==> src/rtl/conv_window_generator_pkg.sv <==
// conv_window_generator_pkg: shared defaults, window size and counter-width helpers
// Holds default geometry plus helpers that derive window size and counter widths.
package conv_window_generator_pkg;
  localparam int DEF_DATA_SIZE = 8;
  localparam int DEF_IMAGE_WIDTH = 28;
  localparam int DEF_IMAGE_HEIGHT = 28;
  localparam int DEF_KERNEL_SIZE = 3;
  localparam int WINDOW_PIXELS = DEF_KERNEL_SIZE * DEF_KERNEL_SIZE;
  function automatic int window_pixels(input int k);
    return k * k;
  endfunction
  function automatic int cnt_w(input int n);
    return n > 1 ? $clog2(n) : 1;
  endfunction
  localparam int COL_W = cnt_w(DEF_IMAGE_WIDTH);
  localparam int ROW_W = cnt_w(DEF_IMAGE_HEIGHT);
endpackage

==> src/rtl/conv_window_generator_if.sv <==
// conv_window_generator_if: pixel stream in, flattened window stream out
// master (upstream/bench): drives data_valid, pixel_in_data; reads window_out, window_valid, frame_done.
// slave (generator): the reverse.
interface conv_window_generator_if
  import conv_window_generator_pkg::*;
#(
  parameter int DATA_SIZE = DEF_DATA_SIZE,
  parameter int KERNEL_SIZE = DEF_KERNEL_SIZE
) ();
  logic data_valid;
  logic [DATA_SIZE-1:0] pixel_in_data;
  logic [window_pixels(KERNEL_SIZE)*DATA_SIZE-1:0] window_out;
  logic window_valid;
  logic frame_done;
  modport master (
    output data_valid, pixel_in_data,
    input  window_out, window_valid, frame_done
  );
  modport slave (
    input  data_valid, pixel_in_data,
    output window_out, window_valid, frame_done
  );
endinterface

==> src/rtl/conv_window_generator_line_buffer.sv <==
// line_buffer: enabled shift register delaying accepted pixels by DEPTH accepts
// Ports: clock, reset (async, active-high), shift_en, din in; dout = oldest entry (tap DEPTH-1).
module line_buffer #(
  parameter int DATA_SIZE = 8,
  parameter int DEPTH = 28
) (
  input  logic                 clock,
  input  logic                 reset,
  input  logic                 shift_en,
  input  logic [DATA_SIZE-1:0] din,
  output logic [DATA_SIZE-1:0] dout
);
  logic [DATA_SIZE-1:0] mem [DEPTH];
  always_ff @(posedge clock or posedge reset)
    if (reset) begin
      for (int k = 0; k < DEPTH; k++) mem[k] <= '0;
    end else if (shift_en) begin
      mem[0] <= din;
      for (int k = 1; k < DEPTH; k++) mem[k] <= mem[k-1];
    end
  assign dout = mem[DEPTH-1];
endmodule

==> src/rtl/conv_window_generator.sv <==
// conv_window_generator: KERNEL_SIZE x KERNEL_SIZE sliding window over a raster pixel stream
// Ports: clock, reset (async, active-high); bus (slave): data_valid/pixel_in_data in,
// window_out (index 0 = top-left oldest), window_valid, frame_done out, all registered.
module conv_window_generator
  import conv_window_generator_pkg::*;
#(
  parameter int DATA_SIZE = DEF_DATA_SIZE,
  parameter int IMAGE_WIDTH = DEF_IMAGE_WIDTH,
  parameter int IMAGE_HEIGHT = DEF_IMAGE_HEIGHT,
  parameter int KERNEL_SIZE = DEF_KERNEL_SIZE
) (
  input logic clock,
  input logic reset,
  conv_window_generator_if.slave bus
);
  localparam int CW = cnt_w(IMAGE_WIDTH);
  localparam int RW = cnt_w(IMAGE_HEIGHT);
  logic [CW-1:0] col;
  logic [RW-1:0] row;
  logic col_last, row_last, in_region;
  logic window_valid, frame_done;
  logic [DATA_SIZE-1:0] win [KERNEL_SIZE][KERNEL_SIZE];
  // row_in[i] is the pixel entering window row i: the live pixel for the bottom row,
  // and the same pixel delayed by one more image line for each row above.
  logic [DATA_SIZE-1:0] row_in [KERNEL_SIZE];
  assign row_in[KERNEL_SIZE-1] = bus.pixel_in_data;
  genvar i, j;
  for (i = 0; i < KERNEL_SIZE - 1; i++) begin : g_lb
    line_buffer #(.DATA_SIZE(DATA_SIZE), .DEPTH(IMAGE_WIDTH)) u_lb (
      .clock    (clock),
      .reset    (reset),
      .shift_en (bus.data_valid),
      .din      (row_in[i+1]),
      .dout     (row_in[i])
    );
  end
  for (i = 0; i < KERNEL_SIZE; i++) begin : g_row
    for (j = 0; j < KERNEL_SIZE; j++) begin : g_col
      assign bus.window_out[(i*KERNEL_SIZE+j)*DATA_SIZE +: DATA_SIZE] = win[i][j];
    end
  end
  assign col_last = col == CW'(IMAGE_WIDTH - 1);
  assign row_last = row == RW'(IMAGE_HEIGHT - 1);
  // Row/column gating also hides row-wrap windows and stale previous-frame data.
  assign in_region = int'(row) >= KERNEL_SIZE - 1 && int'(col) >= KERNEL_SIZE - 1;
  always_ff @(posedge clock or posedge reset)
    if (reset) begin
      for (int r = 0; r < KERNEL_SIZE; r++)
        for (int c = 0; c < KERNEL_SIZE; c++) win[r][c] <= '0;
    end else if (bus.data_valid) begin
      for (int r = 0; r < KERNEL_SIZE; r++) begin
        for (int c = 0; c < KERNEL_SIZE - 1; c++) win[r][c] <= win[r][c+1];
        win[r][KERNEL_SIZE-1] <= row_in[r];
      end
    end
  always_ff @(posedge clock or posedge reset)
    if (reset) begin
      col <= '0;
      row <= '0;
      window_valid <= 1'b0;
      frame_done <= 1'b0;
    end else begin
      window_valid <= bus.data_valid && in_region;
      frame_done <= bus.data_valid && col_last && row_last;
      if (bus.data_valid) begin
        col <= col_last ? '0 : col + 1'b1;
        if (col_last) row <= row_last ? '0 : row + 1'b1;
      end
    end
  assign bus.window_valid = window_valid;
  assign bus.frame_done = frame_done;
endmodule

==> src/flat_wrapper.sv <==
// flat-port wrapper written by rule: the top's interface ports become plain ports
module conv_window_generator_flat import conv_window_generator_pkg::*;
#(
  parameter int DATA_SIZE = DEF_DATA_SIZE,
  parameter int IMAGE_WIDTH = DEF_IMAGE_WIDTH,
  parameter int IMAGE_HEIGHT = DEF_IMAGE_HEIGHT,
  parameter int KERNEL_SIZE = DEF_KERNEL_SIZE
)
  (clock, reset, bus_data_valid, bus_pixel_in_data, bus_window_out, bus_window_valid, bus_frame_done);
  conv_window_generator_if #(.DATA_SIZE(DATA_SIZE), .KERNEL_SIZE(KERNEL_SIZE)) bus_i ();
  input logic clock;
  input logic reset;
  input wire logic [$bits(bus_i.data_valid)-1:0] bus_data_valid;
  input wire logic [$bits(bus_i.pixel_in_data)-1:0] bus_pixel_in_data;
  output wire logic [$bits(bus_i.window_out)-1:0] bus_window_out;
  output wire logic [$bits(bus_i.window_valid)-1:0] bus_window_valid;
  output wire logic [$bits(bus_i.frame_done)-1:0] bus_frame_done;
  assign bus_i.data_valid = bus_data_valid;
  assign bus_i.pixel_in_data = bus_pixel_in_data;
  assign bus_window_out = bus_i.window_out;
  assign bus_window_valid = bus_i.window_valid;
  assign bus_frame_done = bus_i.frame_done;
  conv_window_generator #(.DATA_SIZE(DATA_SIZE), .IMAGE_WIDTH(IMAGE_WIDTH), .IMAGE_HEIGHT(IMAGE_HEIGHT), .KERNEL_SIZE(KERNEL_SIZE)) u_core (.clock(clock), .reset(reset), .bus(bus_i));
endmodule
==> config.mk <==
export PLATFORM = sky130hd
export DESIGN_NAME = conv_window_generator_flat
export DESIGN_NICKNAME = d
export VERILOG_FILES = /design/src/rtl/conv_window_generator_pkg.sv /design/src/rtl/conv_window_generator_if.sv /design/src/rtl/conv_window_generator_line_buffer.sv /design/src/rtl/conv_window_generator.sv /design/src/flat_wrapper.sv
export SDC_FILE = /design/constraint.sdc
export NUM_CORES = 1
export LEC_CHECK = 0
export ABC_AREA = 1
export BUFFER_PORTS_ARGS = -buffer_cell sky130_fd_sc_hd__buf_2
export CAP_MARGIN = 10
export CORE_MARGIN = 2
export CORE_UTILIZATION = 53
export CTS_BUF_LIST = sky130_fd_sc_hd__clkbuf_4 sky130_fd_sc_hd__clkbuf_8
export CTS_CLUSTER_SIZE = 20
export DETAILED_ROUTE_END_ITERATION = 8
export PLACE_DENSITY = 0.7
export SLEW_MARGIN = 20
export SYNTH_ARGS = -nofsm -noshare
export SYNTH_HDL_FRONTEND = slang
export SYNTH_SLANG_ARGS = --single-unit
==> constraint.sdc <==
create_clock -name clock -period 19.3 [get_ports clock]
set_input_delay 1.93 -clock clock [delete_from_list [all_inputs] [get_ports clock]]
set_output_delay 1.93 -clock clock [all_outputs]
set_load 0.1 [all_outputs]
**Yosys cells after proc, flatten, opt, wreduce, memory -nomap -nowiden**

Index checks and enable logic that the tools add are counted.

- Input bits: 11
- Bits in registers: 484
- Output and inout bits: 74
- Word-level logic and storage cells: 76

- Reduce and logical (&&, ||, !) cells: 5
- Order comparisons: 2
- Eq/ne operators: 2
- $add $sub $neg: 2
- Muxes and demuxes: 2

Operators with widths:

| operator | number |
|---|---|
| $add A5 B1 Y5 const B | 2 |
| $eq A5 B5 Y1 const B | 2 |
| $ge A5 B2 Y1 const B | 2 |
| $mux W5 | 2 |
| $logic_and A1 B1 Y1 | 4 |
| $reduce_and A2 Y1 | 1 |

**Logic depth before layout (Yosys ltp)**

Gate-level depths: netlist of run 1.

- Word-level depth: 3
- Gate-level depth with buffers: 8
- Depth with buffers taken out: 7

**Hierarchy**

Synthesis of run 1 repeated with hierarchy kept, for this count alone.

- Cells, all modules: 2295
- Area total of the unflattened synthesis: 20522.2 um^2

Modules (own cells, without submodules):

| module | cells an instance | seq. area each (um^2) | area an instance (um^2) | instances |
|---|---|---|---|---|
| line_buffer | 955 | 5605.4 | 8565.7 | 2 |
| conv_window_generator | 385 | 2102.0 | 3390.8 | 1 |

**Worst setup path after synthesis of run 1**

Ideal clock, no wire load.

- Path kind: register to output
- Start point: register u_core.win, in the netlist u_core.bus.window_out[16]
- End point: output port bus_window_out[16]
- Data arrival time: 912 ps
- Slack: 16458 ps
- Cell stages (with the launch flop): 1
- Path buffers: 0
- Required time: 17370 ps
- Cells stage by stage: dfrtp_1

RTL lines:

| what | line | source |
|---|---|---|
| from (decl) | conv_window_generator.sv:22 | `logic [DATA_SIZE-1:0] win [KERNEL_SIZE][KERNEL_SIZE];` |
| from (signal, indexed assignment) | conv_window_generator.sv:53 | `win[r][KERNEL_SIZE-1] <= row_in[r];` |
| to (decl) | flat_wrapper.sv:15 | `output wire logic [$bits(bus_i.window_out)-1:0] bus_window_out;` |

No word-level cell between the ends.

**Worst setup path in the final report of run 1**

- Start point: input port bus_data_valid
- End point: register u_core.g_lb[0].u_lb.mem[35] in the netlist's numbering

RTL lines:

| what | line | source |
|---|---|---|
| from (decl) | flat_wrapper.sv:13 | `input wire logic [$bits(bus_i.data_valid)-1:0] bus_data_valid;` |
| to (decl) | conv_window_generator_line_buffer.sv:13 | `logic [DATA_SIZE-1:0] mem [DEPTH];` |

No word-level cell between the ends.

==> impl_metrics.yaml, run 1 <==
layout:
  layout.cells.most_common_list: "nand2_1, dfrtp_1, o21ai_0, inv_1, clkbuf_8"
  final_common_cell: "nand2_1"
  diodes: 0
  fin_nets: 1925
  syn2layout_area_growth_pct: 9.112
  utilization_pct: 58.66
  drive_gt1_share_pct: 11.70
  final_area_mm2: 0.02021
floorplanning:
  io_pins: 85
  die_h_um: 191.0
  die_w_um: 191.0
  initial_core_util_pct: 53.76
  core_mm2: 0.03446
  rows: 68
  die_area_mm2: 0.03646
route:
  antenna_left: 0
  vias_per_cell: 4.895
  firstDrtPassIters: 5
  finalWirelength_um: 30660
  drc: 0
  vias: 11851
  drt-initial-drc-count: 821
  wl_per_cell_um: 12.66
global_route:
  gr-total-overflow: 0
  grt_pass1_vias: 11822
  grt_start_max_net_pins: 200
  grt_pass1_wl_um: 54140
  antenna_found_initial: 0
  grtUsageTotal_pct: 17.77
yosys:
  synth_compound_area_share_pct: 12.71
  synth_cells: 1895
  synth_cell_type_count: 23
  synth_seq_cells: 484
  avgSynthCellArea_um2: 9.775
  muxShareOfSynthArea_pct: 0
  synth_top_cell_area_share_pct: 65.38
  synth_fa_ha_area_share_pct: 0.2702
  synthTopCellsByArea: "dfrtp_1, o21ai_0, nand2_1"
  synth.cell_area_mm2: 0.01852
  yosysSeqAreaShare_pct: 65.38
  synth.largest_area_cell: "dfrtp_1"
  synth_xor_area_share_pct: 0.04728
  synth_nets: 1910
  synthSimpleGateAreaFrac_pct: 11.08
  synth_top_family_by_area: "compound AO/OA/AOI/OAI gates"
  synth_warnings: 0
clock_network:
  cts_buffer_depth: 3
  cts_hold_buf: 0
  cts_buffers: 74
  ctsResizeCount: 0
  cts-htree-levels: 3
  cts_root_buf: "clkbuf_8"
  cts_tree: "built"
  clk_pin_slew_ns: 0.06
  post-cts-setup-buffers: 0
  clock_sinks: 484
  clk_latency_ns: 0.58
timing:
  drv_slew: 0
  min_period_over_period_pct: 20.37
  worst_slack_ns: 15.37
  timing.fmax_ghz: 0.2544
  min_period_ns: 3.931
  holdWs_ns: 0.4765
  tightestPinTransition_ns: 0.9969
  hold_violations: 0
  grt_setup_unrepaired: "false"
  max_slew_margin_pct: 33.54
  tns_ns: 0
  finalSetupViolCount: 0
  skew_ns: 0.01962
placed_design:
  placed_area_mm2: 0.01858
  dp_hpwl_um: 17400
  preCtsSetupSlack_ns: 14.56
  place.gp.congestion: 0.7290
  port_buffers: 84
critical_path:
  r2r_end: "u_core.row[2]$_DFFE_PP0P_"
  cp.required_ns: 19.75
  critical_path_peak_fanout: 137
  end_kind: "flop"
  startpoint: "bus_data_valid"
  max_stage_delay_ns: 0.77
  critPathKind: "input pin to flop"
  r2r_cells: 7
  r2r_start: "u_core.col[1]$_DFFE_PP0P_"
  crit_slowest_cell: "buf_4"
  crit_path_frequent_cell: "buf_4"
  crit_path_end: "u_core.g_lb[0].u_lb.mem[35]$_DFFE_PP0P_"
  critical_path.startpoint_type: "input pin"
  rrSetupSlack_ns: 17.83
  cp.arrival_ns: 4.38
  path_cells: "buf_8, buf_4, buf_4, buf_12, o21ai_0"
run_status:
  status: "finished, final reports clean"
min_path:
  min_from: "u_core.g_lb[0].u_lb.mem[131]$_DFFE_PP0P_"
  min_path_type: "flop to flop"
run:
  drv_cap: 0
power_and_ir_drop:
  irDropWorstVdd_v: 0.00008188
  p_leak_nw: 9.680
  power.density_mw_per_mm2: 125.8
-- cell usage after synthesis --
cell type and number:
nor2_2 1, clkbuf_1 49, buf_4 73, buf_8 1
buf_6 20, nand3_1 5, nor2_1 10, nand2_1 513
o22ai_1 1, nand3_4 1, inv_2 1, a21oi_1 3
xor2_1 1, dfrtp_1 484, ha_1 4, nand3b_1 1
nor3_1 3, o21ai_1 39, o21ai_0 427, buf_2 11
nand2_2 1, nand4_1 2, inv_1 244
-- how the worst min path moves through the flow --
| stage | to | slack [ns] | depth (start not counted) |
|---|---|---|---|
| finish | u_core.g_lb[0].u_lb.mem[123]$_DFFE_PP0P_ | 0.48 | 2 |
| global route | u_core.g_lb[1].u_lb.mem[167]$_DFFE_PP0P_ | 0.50 | 2 |
| CTS | u_core.g_lb[0].u_lb.mem[123]$_DFFE_PP0P_ | 0.47 | 2 |
| detailed placement | u_core.g_lb[0].u_lb.mem[135]$_DFFE_PP0P_ | 0.46 | 2 |
| global placement | u_core.bus.window_out[44]$_DFFE_PP0P_ | 0.46 | 2 |
| floorplan | u_core.g_lb[0].u_lb.mem[56]$_DFFE_PP0P_ | 0.44 | 2 |
-- registers in the layout, indices dropped and copies added, names as in the netlist --
name	count
u_core.bus.frame_done	1
u_core.bus.window_out	72
u_core.bus.window_valid	1
u_core.col	5
u_core.g_lb.u_lb.dout	16
u_core.g_lb.u_lb.mem	384
u_core.row	5
-- cells by family after synthesis --
group	after synthesis
AO/OA/AOI/OAI	470
XOR/XNOR	1
adder cells (fa/ha/maj)	4
buffers and inverters	399
flip-flops	484
AND/OR/NAND/NOR	537
-- through the flow --
step / total power (W) / instances
finish: 0.002544 / 2421
global route: 0.002686 / 2421
detailed placement: 0.001687 / 2288
global placement: 0.001667 / 2288
CTS: 0.002578 / 2420
floorplan: 0.001622 / 1895
-- layer usage --
metal  share of wire [%]  vias up  GRT usage (%)
met5                   0        -              0
met4                 2.1        0          5.903
met3                 3.3       60          3.635
met2                  46      159          28.68
met1                  48     5743          24.25
li1                    -     5889              -
-- report_power, final --
part / internal [W] / switching (W) / total (W)
Combinational: 0.0000861 / 0.000325 / 0.000411
Clock: 0.000506 / 0.000372 / 0.000878
Sequential: 0.00118 / 0.0000775 / 0.00125
-- cell type report --
class	instances	area, um^2
clock buffers	126	1553
well taps	455	569.3
fillers	2898	14250
flip-flops and latches	484	12110
multi-input cells	1012	4466
repair buffers	93	538.0
inverters	245	934.6
clock inverters	6	40.04
-- worst max-delay path, delay by kind of cell --
| kind | cells | cell delay [ns] |
|---|---|---|
| buffers and inverters | 4 | 2.16 |
| AO/OA/AOI/OAI | 1 | 0.13 |
(Power assumes the default switching activity.)
==> inputs of run 2 (changes only) <==
--- a/config.mk
+++ b/config.mk
@@ -13,7 +13,7 @@
 export CTS_BUF_LIST = sky130_fd_sc_hd__clkbuf_4 sky130_fd_sc_hd__clkbuf_8
 export CTS_CLUSTER_SIZE = 20
 export DETAILED_ROUTE_END_ITERATION = 8
-export PLACE_DENSITY = 0.7
+export PLACE_DENSITY = 0.73
 export SLEW_MARGIN = 20
 export SYNTH_ARGS = -nofsm -noshare
 export SYNTH_HDL_FRONTEND = slang
==> constraint.sdc (replaced) <==
create_clock -name clock -period 3.4 [get_ports clock]
set_input_delay 0.34 -clock clock [delete_from_list [all_inputs] [get_ports clock]]
set_output_delay 0.34 -clock clock [all_outputs]
set_load 0.1 [all_outputs]
==> run 2 against run 1 <==
Cell area rose by 1.0%. Critical path depth fell by 4. Die area did not move. Setup slack got worse by 14 ns. Total power rose to 5.7 times the previous value. First-iteration DRC count rose by 22%. Utilization rose by 0.58 points. Via count rose by 1.4%. Global-route usage rose by 0.73 points. Largest power group unchanged. Highest routed layer unchanged.
==> impl_metrics.yaml, run 2 (synthesized netlist as in run 1, its figures left out) <==
critical_path:
  crit_slowest_cell: "dfrtp_1"
  cp_num_buf_inv: 1
  max_stage_delay_ns: 0.56
  crit_family: "flip-flops"
  cp_num_cells: 1
  critPathKind: "flop to output port"
  cp.required_ns: 3.06
  startpoint: "u_core.bus.window_out[45]$_DFFE_PP0P_"
  r2r_end: "u_core.row[3]$_DFFE_PP0P_"
  crit_path_end: "bus_window_out[45]"
  rrSetupSlack_ns: 1.97
  critical_path_peak_fanout: 3
  end_kind: "output port"
  r2r_start: "u_core.col[0]$_DFFE_PP0P_"
  r2r_cells: 7
  critical_path.startpoint_type: "flop"
  path_cells: "buf_2"
  cp.arrival_ns: 1.63
power_and_ir_drop:
  clkPwrFrac_pct: 34.2
  irDropWorstVdd_v: 0.0004686
  p_sw_w: 0.004435
  p_comb_share_pct: 16.4
  switching_share_pct: 30.72
  power.density_mw_per_mm2: 707.1
  p_leak_nw: 9.762
  seqPwrFrac_pct: 49.5
  p_int_w: 0.01000
placed_design:
  place.gp.congestion: 0.7558
  port_buffers: 84
  placed_area_mm2: 0.01876
  preCtsSetupSlack_ns: 1.288
  dp_hpwl_um: 18550
route:
  drt-initial-drc-count: 1004
  antenna_left: 0
  vias_per_cell: 4.932
  finalWirelength_um: 31900
  wl_per_cell_um: 13.09
  drc: 0
  vias: 12019
  firstDrtPassIters: 5
global_route:
  antenna_found_initial: 0
  gr-total-overflow: 0
  grtUsageTotal_pct: 18.50
  grt_start_max_net_pins: 255
  grt_pass1_vias: 11906
  grt_pass1_wl_um: 56280
clock_network:
  cts_buffer_depth: 3
  cts_tree: "built"
  clock_sinks: 484
  clk_latency_ns: 0.58
  cts-htree-levels: 3
  cts_root_buf: "clkbuf_8"
  clk_pin_slew_ns: 0.06
  ctsResizeCount: 0
  cts_buffers: 75
timing:
  drv_slew: 0
  hold_violations: 0
  min_period_over_period_pct: 57.96
  min_period_ns: 1.971
  finalSetupViolCount: 0
  tightestPinTransition_ns: 0.9738
  grt_setup_unrepaired: "false"
  holdWs_ns: 0.1964
  max_slew_margin_pct: 35.08
  timing.fmax_ghz: 0.5074
  worst_slack_ns: 1.429
  skew_ns: 0.01829
floorplanning:
  core_mm2: 0.03446
  die_w_um: 191.0
  io_pins: 85
  rows: 68
  initial_core_util_pct: 53.76
  die_h_um: 191.0
  die_area_mm2: 0.03646
layout:
  layout.cells.most_common_list: "nand2_1, dfrtp_1, o21ai_0, inv_1, clkbuf_8"
  syn2layout_area_growth_pct: 10.20
  top_register: "u_core.g_lb.u_lb.mem"
  fin_nets: 1945
  utilization_pct: 59.24
  n_fill_cell: 2880
  diodes: 0
  final_common_cell: "nand2_1"
  final_area_mm2: 0.02041
  largest_reg_flops: 384
  drive_gt1_share_pct: 11.96
run:
  drv_cap: 0
min_path:
  min_path_type: "input pin to flop"
run_status:
  status: "finished, final reports clean"
[run 2: power by group through the flow]
stage	clock [W]	combinational (W)	sequential [W]
2_1_floorplan	0	0.00175	0.00746
3_3_place_gp	0	0.00230	0.00720
3_5_place_dp	0	0.00238	0.00723
4_1_cts	0.00507	0.00240	0.00714
5_1_grt	0.00534	0.00265	0.00725
6_report	0.00493	0.00236	0.00714
[run 2: through the flow]
step / TNS, ns / std cells / power [W]
final: 0 / 2437 / 0.01443
after global routing: 0 / 2437 / 0.01523
after CTS: 0 / 2437 / 0.01461
after detailed placement: 0 / 2299 / 0.009607
after global placement: 0 / 2299 / 0.009498
after floorplan: -1694.33 / 1895 / 0.009211
[run 2: layout make-up]
cell class              count  area [um^2]  share of cell area [%]
clock buffers             116         1459                   7.147
clock inverters            13        101.3                  0.4965
inverters                 245        930.9                   4.560
multi-input cells        1012         4466                   21.88
flip-flops and latches    484        12110                   59.33
well taps                 455        569.3                   2.789
repair buffers            112        775.7                   3.800
[run 2: worst min path at each step]
stage                                                   startpoint  depth (start not counted)                                       end  slack (ns)
after global routing                                bus_data_valid                          3  u_core.g_lb[0].u_lb.mem[152]$_DFFE_PP0P_        0.20
after floorplan            u_core.g_lb[0].u_lb.mem[56]$_DFFE_PP0P_                          2   u_core.g_lb[0].u_lb.mem[56]$_DFFE_PP0P_        0.44
after CTS                                           bus_data_valid                          3     u_core.bus.window_out[46]$_DFFE_PP0P_        0.16
after detailed placement  u_core.g_lb[0].u_lb.mem[177]$_DFFE_PP0P_                          2  u_core.g_lb[0].u_lb.mem[169]$_DFFE_PP0P_        0.46
final                                               bus_data_valid                          3     u_core.bus.window_out[40]$_DFFE_PP0P_        0.20
after global placement     u_core.g_lb[0].u_lb.mem[57]$_DFFE_PP0P_                          2   u_core.g_lb[0].u_lb.mem[57]$_DFFE_PP0P_        0.46
[run 2: per-layer routing]
layer / track usage [%] / share of wire [%] / wire (um)
met1: 26.91 / 48 / 15410
met2: 28.08 / 46 / 14650
met3: 3.617 / 3.6 / 1161
met4: 6.321 / 2.1 / 685
met5: 0 / 0 / 0
[run 2: repair_timing]
item,in CTS,in global routing
buffers inserted,0,0
endpoints found under the hold margin,24,0
hold buffers,9,0
==> inputs of run 3 (changes only) <==
--- a/config.mk
+++ b/config.mk
@@ -13,7 +13,7 @@
 export CTS_BUF_LIST = sky130_fd_sc_hd__clkbuf_4 sky130_fd_sc_hd__clkbuf_8
 export CTS_CLUSTER_SIZE = 20
 export DETAILED_ROUTE_END_ITERATION = 8
-export PLACE_DENSITY = 0.73
+export PLACE_DENSITY = 0.7
 export SLEW_MARGIN = 20
 export SYNTH_ARGS = -nofsm -noshare
 export SYNTH_HDL_FRONTEND = slang
==> constraint.sdc (replaced) <==
create_clock -name clock -period 1.9 [get_ports clock]
set_input_delay 0.19 -clock clock [delete_from_list [all_inputs] [get_ports clock]]
set_output_delay 0.19 -clock clock [all_outputs]
set_load 0.1 [all_outputs]
==> run 3 against run 2 <==
Global-route usage is 0.37 points lower. Setup slack worse by 1.3 ns. Largest cell class unchanged. Flip-flop and latch count stayed put. Routed wire length is 2.5% lower. Clock skew is 0.0039 ns lower. Utilization is 0.62 points higher. Register-to-register slack worse by 1.5 ns. Via count is 0.50% lower.
==> impl_metrics.yaml, run 3 (synthesized netlist as in run 1, its figures left out) <==
critical_path:
  crit_slowest_cell: "buf_2"
  critical_path.startpoint_type: "flop"
  crit_family: "buffers and inverters"
  max_stage_delay_ns: 0.52
  cp.required_ns: 1.71
  cp_num_buf_inv: 1
  cp.arrival_ns: 1.61
  critPathKind: "flop to output port"
  path_cells: "buf_2"
  critical_path_peak_fanout: 3
  end_kind: "output port"
clock_network:
  clock_sinks: 484
  cts_root_buf: "clkbuf_8"
  cts_buffer_depth: 3
  clk_pin_slew_ns: 0.06
  ctsResizeCount: 0
  clk_latency_ns: 0.59
  cts_buffers: 77
  cts_tree: "built"
  post-cts-setup-buffers: 0
  cts-htree-levels: 3
route:
  vias: 11959
  firstDrtPassIters: 5
  antenna_left: 0
  wl_per_cell_um: 12.72
  drt-initial-drc-count: 828
  vias_per_cell: 4.891
  drc: 0
  finalWirelength_um: 31110
layout:
  syn2layout_area_growth_pct: 11.35
  diodes: 0
  utilization_pct: 59.86
  layout.cells.most_common_list: "nand2_1, dfrtp_1, o21ai_0, inv_1, clkbuf_8"
  final_common_cell: "nand2_1"
  top_register: "u_core.g_lb.u_lb.mem"
  largest_reg_flops: 384
  fin_nets: 1952
  n_fill_cell: 2897
  final_area_mm2: 0.02063
  drive_gt1_share_pct: 12.31
run:
  drv_cap: 0
placed_design:
  port_buffers: 84
  dp_hpwl_um: 18390
  placed_area_mm2: 0.01890
  place.gp.congestion: 0.7347
global_route:
  grt_pass1_vias: 11996
  grt_pass1_wl_um: 55150
  grt_start_max_net_pins: 178
  antenna_found_initial: 0
  gr-total-overflow: 0
  grtUsageTotal_pct: 18.13
min_path:
  min_path_type: "input pin to flop"
timing:
  timing.fmax_ghz: 0.5554
  grt_setup_unrepaired: "false"
  holdWs_ns: 0.06227
  drv_slew: 0
  max_slew_margin_pct: 55.04
  skew_ns: 0.01444
  tightestPinTransition_ns: 0.6745
  min_period_ns: 1.800
  finalSetupViolCount: 0
  min_period_over_period_pct: 94.76
  hold_violations: 0
floorplanning:
  die_area_mm2: 0.03646
  rows: 68
  initial_core_util_pct: 53.76
  core_mm2: 0.03446
  die_w_um: 191.0
  io_pins: 85
  die_h_um: 191.0
power_and_ir_drop:
  power.density_mw_per_mm2: 1269
  p_leak_nw: 9.846
  irDropWorstVdd_v: 0.0009125
run_status:
  status: "finished, final reports clean"
run 3: cell types whose count changed in the layout (fill, tap and decap cells not counted):
cell,delta
buf_12,+8
clkbuf_8,+4
clkinv_4,-1
clkinvlp_4,+3
clkinv_2,-3
buf_4,-3
bufinv_16,+1
clkbuf_4,-1
run 3: area by class of cell:
type | instances | area [um^2] | share of cell area (%)
Sequential cell | 484 | 12110 | 58.72
Multi-Input combinational cell | 1012 | 4466 | 21.65
Clock buffer | 119 | 1506 | 7.303
Inverter | 245 | 930.9 | 4.513
Timing Repair Buffer | 117 | 913.4 | 4.428
Tap cell | 455 | 569.3 | 2.760
Clock inverter | 13 | 130.1 | 0.6308
run 3: worst paths after layout:
path | start | endpoint | slack (ns) | cells after the start
min in group asynchronous | reset | u_core.g_lb[1].u_lb.mem[91]$_DFFE_PP0P_ | 0.23 | 4
worst max register to register | u_core.col[0]$_DFFE_PP0P_ | u_core.row[2]$_DFFE_PP0P_ | 0.47 | 7
worst min-delay path | bus_data_valid | u_core.g_lb[0].u_lb.mem[60]$_DFFE_PP0P_ | 0.06 | 4
worst max-delay path | u_core.bus.window_out[33]$_DFFE_PP0P_ | bus_window_out[33] | 0.1 | 1
max in group asynchronous | reset | u_core.g_lb[0].u_lb.mem[188]$_DFFE_PP0P_ | 0.96 | 5
worst min register to register | u_core.g_lb[0].u_lb.mem[56]$_DFFE_PP0P_ | u_core.g_lb[0].u_lb.mem[56]$_DFFE_PP0P_ | 0.47 | 2
run 3: power breakdown:
group,internal (W),switching [W],leakage (nW)
Combinational,0.000948,0.00331,2.63
Clock,0.00530,0.00386,0.850
Sequential,0.0120,0.000793,6.36
run 3: timing repair:
action / CTS / global route
setup endpoints to repair: 0 / 0
hold buffers: 9 / 0
endpoints found under the hold margin: 158 / 0
run 3: routing by layer:
metal  global-route usage (%)  share of wire (%)
met1                    25.63                 49
met2                    28.04                 45
met3                    3.525                3.3
met4                    6.768                2.6
met5                        0                  0
run 3: stage by stage:
step           cells  setup slack [ns]   TNS, ns  power [W]
4_1_cts         2445           0.07797         0    0.02653
3_5_place_dp    2304            0.5020         0    0.01721
6_report        2445           0.09957         0    0.02617
5_1_grt         2445           0.05880         0    0.02764
3_3_place_gp    2304            0.5936         0    0.01704
2_1_floorplan   1895            -4.851  -2347.73    0.01648
